**src/rtl/counter_m_pkg.sv**
```systemverilog
// Shared constants and helpers for the counter_m block.
// Imported by the counter, its toggle cell, and any bench or user.
package counter_m_pkg;

    // Width used when the parent does not override N.
    localparam int COUNTER_M_DEFAULT_N = 4;

    // Largest count an n-bit counter reaches before wrapping (2^n - 1).
    // Saturates at 32 bits because the return type is 32 bits wide.
    function automatic int unsigned counter_m_terminal(input int n);
        if (n >= 32) begin
            return 32'hFFFF_FFFF;
        end
        return (32'd1 << n) - 32'd1;
    endfunction

endpackage

```
**src/rtl/counter_m_bit.sv**
```systemverilog
// Single toggle cell of the synchronous-carry counter.
// Flips when t is high, clears on a synchronous reset.
module counter_m_bit
    import counter_m_pkg::*;
(
    input  logic clk,
    input  logic reset,
    input  logic t,
    output logic q
);

    logic r_q;

    // Toggle flop: reset wins, otherwise flip on t.
    always_ff @(posedge clk) begin
        if (reset) begin
            r_q <= 1'b0;
        end else if (t) begin
            r_q <= ~r_q;
        end
    end

    assign q = r_q;

endmodule

```
**src/rtl/counter_m.sv**
```systemverilog
// N-bit synchronous up-counter, wraps modulo 2^N.
// Built from N toggle cells driven by an AND carry chain on one clock.
module counter_m
    import counter_m_pkg::*;
#(
    parameter int N = COUNTER_M_DEFAULT_N
) (
    output logic [N-1:0] out,
    input  logic         clk,
    input  logic         reset,
    input  logic         enable
);

    if (N < 1) begin : g_bad_n
        $error("counter_m: N must be at least 1");
    end

    logic [N-1:0] w_q;
    logic [N-1:0] w_t;
    logic [N-1:0] w_inc;

    // Bit i toggles when enabled and every lower bit is already 1.
    for (genvar i = 0; i < N; i++) begin : g_bit
        if (i == 0) begin : g_lsb
            assign w_t[i] = enable;
        end else begin : g_chain
            assign w_t[i] = w_t[i-1] & w_q[i-1];
        end

        counter_m_bit u_bit (
            .clk   (clk),
            .reset (reset),
            .t     (w_t[i]),
            .q     (w_q[i])
        );
    end

    assign out = w_q;

    // N-bit increment so the carry out of the top bit is dropped.
    assign w_inc = w_q + 1'b1;

    a_reset_clears : assert property (
        @(posedge clk) reset |=> (out == '0)
    ) else $error("counter_m: out not zero after reset");

    a_enable_steps : assert property (
        @(posedge clk) (!reset && enable) |=> (out == $past(w_inc))
    ) else $error("counter_m: out did not step by one");

    a_disable_holds : assert property (
        @(posedge clk) (!reset && !enable) |=> $stable(out)
    ) else $error("counter_m: out changed while disabled");

endmodule

```
**config.mk**
```make
export PLATFORM = sky130hd
export DESIGN_NAME = counter_m
export DESIGN_NICKNAME = d
export VERILOG_FILES = /design/src/rtl/counter_m_pkg.sv /design/src/rtl/counter_m_bit.sv /design/src/rtl/counter_m.sv
export SDC_FILE = /design/constraint.sdc
export NUM_CORES = 1
export LEC_CHECK = 0
export ABC_AREA = 1
export CELL_PAD_IN_SITES_DETAIL_PLACEMENT = 0
export CELL_PAD_IN_SITES_GLOBAL_PLACEMENT = 1
export CORE_AREA = 2 2 39 41
export DETAILED_ROUTE_END_ITERATION = 10
export DIE_AREA = 0 0 41 43
export PLACE_DENSITY = 0.54
export SYNTH_ARGS = -nofsm -noshare
export SYNTH_HDL_FRONTEND = slang
export SYNTH_SLANG_ARGS = --single-unit
```
**constraint.sdc**
```tcl
create_clock -name clk -period 0.8 [get_ports clk]
set_input_delay 0.08 -clock clk [delete_from_list [all_inputs] [get_ports clk]]
set_output_delay 0.08 -clock clk [all_outputs]
set_load 0.05 [all_outputs]
```
==> results of run 1 <==
-- layout make-up --
class,count,area [um2],area share
multi-input cells,14,82.6,0.215
repair buffers,13,163,0.423
inverters,3,11.3,0.0293
flip-flops and latches,4,85.1,0.221
clock buffers,3,22.5,0.0586
well taps,16,20.0,0.0521
-- stage by stage --
step           cell area [um2]  instances  hold slack, ns  setup WS [ns]  TNS (ns)
3_3_place_gp               305         46           0.504         -0.288    -0.710
5_1_grt                    384         53           0.304         -0.125    -0.611
6_report                   384         53           0.294        -0.0933    -0.344
3_5_place_dp               305         46           0.521         -0.299    -0.797
2_1_floorplan              193         25           0.166         0.0360         0
4_1_cts                    384         53           0.276         -0.100    -0.346
-- synthesized netlist by cell type --
cell,count
sky130_fd_sc_hd__nand3_2,1
sky130_fd_sc_hd__nor2_1,3
sky130_fd_sc_hd__nand2_1,3
sky130_fd_sc_hd__o21ai_0,1
sky130_fd_sc_hd__nor2_2,2
sky130_fd_sc_hd__dfxtp_1,4
sky130_fd_sc_hd__a21oi_1,2
sky130_fd_sc_hd__o21ai_1,1
sky130_fd_sc_hd__inv_1,3
sky130_fd_sc_hd__buf_4,4
sky130_fd_sc_hd__nand3_1,1
-- cell families after synthesis --
| group | count (synthesis) | share of synthesized area |
|---|---|---|
| buffers and inverters | 7 | 0.216 |
| AO/OA/AOI/OAI | 4 | 0.105 |
| flip-flops | 4 | 0.418 |
| AND/OR/NAND/NOR | 10 | 0.261 |
-- where the power goes --
group,switching [W],total [W],internal [W]
Clock,0.0000786,0.000246,0.000167
Combinational,0.0000646,0.000134,0.0000695
Sequential,0.00000968,0.000221,0.000211
Total,0.000153,0.000601,0.000448
-- what timing repair did --
item / in CTS / in global routing
setup endpoints to repair: 5 / 7
cloned: 0 / 0
pin swaps: 1 / 0
resized for setup: 9 / 0
hold endpoints to repair: 0 / 0
setup buffers: 4 / 0
-- metal layers --
layer / part of all wire / wire, um / track usage / up-vias
li1: - / - / - / 100
met1: 0.38 / 176 / 0.0673 / 96
met2: 0.56 / 260 / 0.109 / 8
met3: 0.062 / 29 / 0.0314 / 0
met4: 0 / 0 / 0.0800 / 0
met5: 0 / 0 / 0 / -
-- cell usage in the layout (no fill, tap or decap), drive strengths merged --
| cell type | instances |
|---|---|
| clkdlybuf4s50 | 1 |
| nand2 | 3 |
| a21oi | 2 |
| clkbuf | 3 |
| nor2 | 5 |
| dlygate4sd2 | 1 |
| nand3 | 2 |
| inv | 3 |
| o21ai | 2 |
| buf | 11 |
| dfxtp | 4 |
-- worst max path at each step --
stage,start,end
2_1_floorplan,g_bit[1].u_bit.q$_SDFFE_PP0N_,g_bit[3].u_bit.q$_SDFFE_PP0P_
3_3_place_gp,enable,g_bit[3].u_bit.q$_SDFFE_PP0P_
3_5_place_dp,enable,g_bit[3].u_bit.q$_SDFFE_PP0P_
4_1_cts,g_bit[0].u_bit.q$_SDFFE_PP0P_,out[0]
5_1_grt,g_bit[0].u_bit.q$_SDFFE_PP0P_,out[0]
6_report,g_bit[0].u_bit.q$_SDFFE_PP0P_,out[0]
==> metrics.txt, run 1 <==
crit-path cells buf_6 -> buf_12; CTS tree done; gate count after technology mapping 25; Stages on worst setup path 2; final number of max-transition violations 0; actual transition at the worst max-transition pin 0.188 ns; DRC violation count after routing 0; clk sink count 4; buffer levels on the longest clock path 2; Syn-to-layout area delta 101%; placeable core region 1380 um2; number of I/O pins 7; maximum achievable frequency between 1 and 1.5 GHz; Clock H-tree levels 1; per-instance average area after synthesis approximately 7.7 um2; violations in the final reports negative setup slack; type of the most critical hold path input pin to register; Final period util 1.12; WL final 467 um; Root Driver sky130_fd_sc_hd__clkbuf_4; Worst setup EP type primary output; end of the worst register-to-register path g_bit[3].u_bit.q$_SDFFE_PP0P_; number of flip-flops under the largest register name 4; RSZ-0062 raised after global routing true; Starting Density 0.138; clock buffer count from CTS 3; PnR Total Power around 0.0006 W; wire length of the first global-routing pass 821 um; Static Leak 0.160 nW; power per cell area 1560 nW/um2; post-CTS clock slew at the launch and capture registers of the worst setup and hold paths 0.03 ns; Worst Path Max Fanout 4; reported max-cap violation count 0; weighted congestion at the end of routability-driven global placement 0.660; routed vias 204; sequential cell area fraction in the yosys report 0.418; CTS Hold Bufs 0; die outline area 1760 um2; logic depth of the worst register-to-register path 5; pin count of the biggest net entering global routing 5; cell accounting for the most synthesized area sky130_fd_sc_hd__dfxtp_1; violation count after the first detailed-routing iteration 4; post-synthesis cell type count 11; number of antenna cells inserted 0; status finished, violations left; first drt pass iteration count 4; final clock skew 0.00613 ns; Hold Path Depth 2; number of nets with antenna violations after detailed routing 0; final hold viol count 0; CP required 0.72 ns; slack of the worst reg-to-reg path -0.07 ns; final routed wire length divided by cell count 8.81 um; final count of negative-setup-slack endpoints 5; hold-critical path endpoint g_bit[0].u_bit.q$_SDFFE_PP0P_; all-layer global routing usage 0.0742; Worst Path Class, Setup register to primary output; PortBufs 6; slack of the critical path -0.0933 ns; Max stage delay cell, worst path sky130_fd_sc_hd__dfxtp_2; post-synth design cell area 191 um2; longest individual stage delay on the worst path 0.35 ns; critical path arrival around 0.81 ns; count of fill cells added during filler insertion 147; detailed-placement wirelength estimate around 310 um; detail-routed via count per cell 3.85; Synth Register Bits 4; top cells by area in the synthesized netlist sky130_fd_sc_hd__dfxtp_1 (42%), sky130_fd_sc_hd__buf_4 (16%), sky130_fd_sc_hd__nor2_2 (6.5%), sky130_fd_sc_hd__inv_1 (5.9%), sky130_fd_sc_hd__nand2_1 (5.9%); cell row count 14; kind of cell adding the most delay to the critical path flip-flops; beginning of the worst register-to-register path g_bit[0].u_bit.q$_SDFFE_PP0P_; largest vdd supply drop 0.606 mV; share of post-route cells with drive strength above 1 0.568; startpoint type of the worst setup path register; total buffers and inverters traversed by the critical path 2; total congestion overflow 0; Tmin final ~0.89 ns; worst min-delay path startpoint enable; net count of the mapped netlist 28; die height 43 um; top cell type's share of synthesized area 0.418; worst slew margin relative to its limit 0.875; number of global-route vias before repair between 200 and 250; fin nets 42; die span in x 41 um; number of antenna violations at the first check in global routing 0; Post-Route Utilization 0.278; Clock Latency Late Sink 0.23 ns; Warnings, synthesis 0
(Power assumes the default switching activity.)
==> run 2, diff against run 1 <==
- ABC_CLOCK_PERIOD_IN_PS: unset -> 800
==> results of run 2 <==
The final DEF is identical to that of run 1; final timing and power are the same.
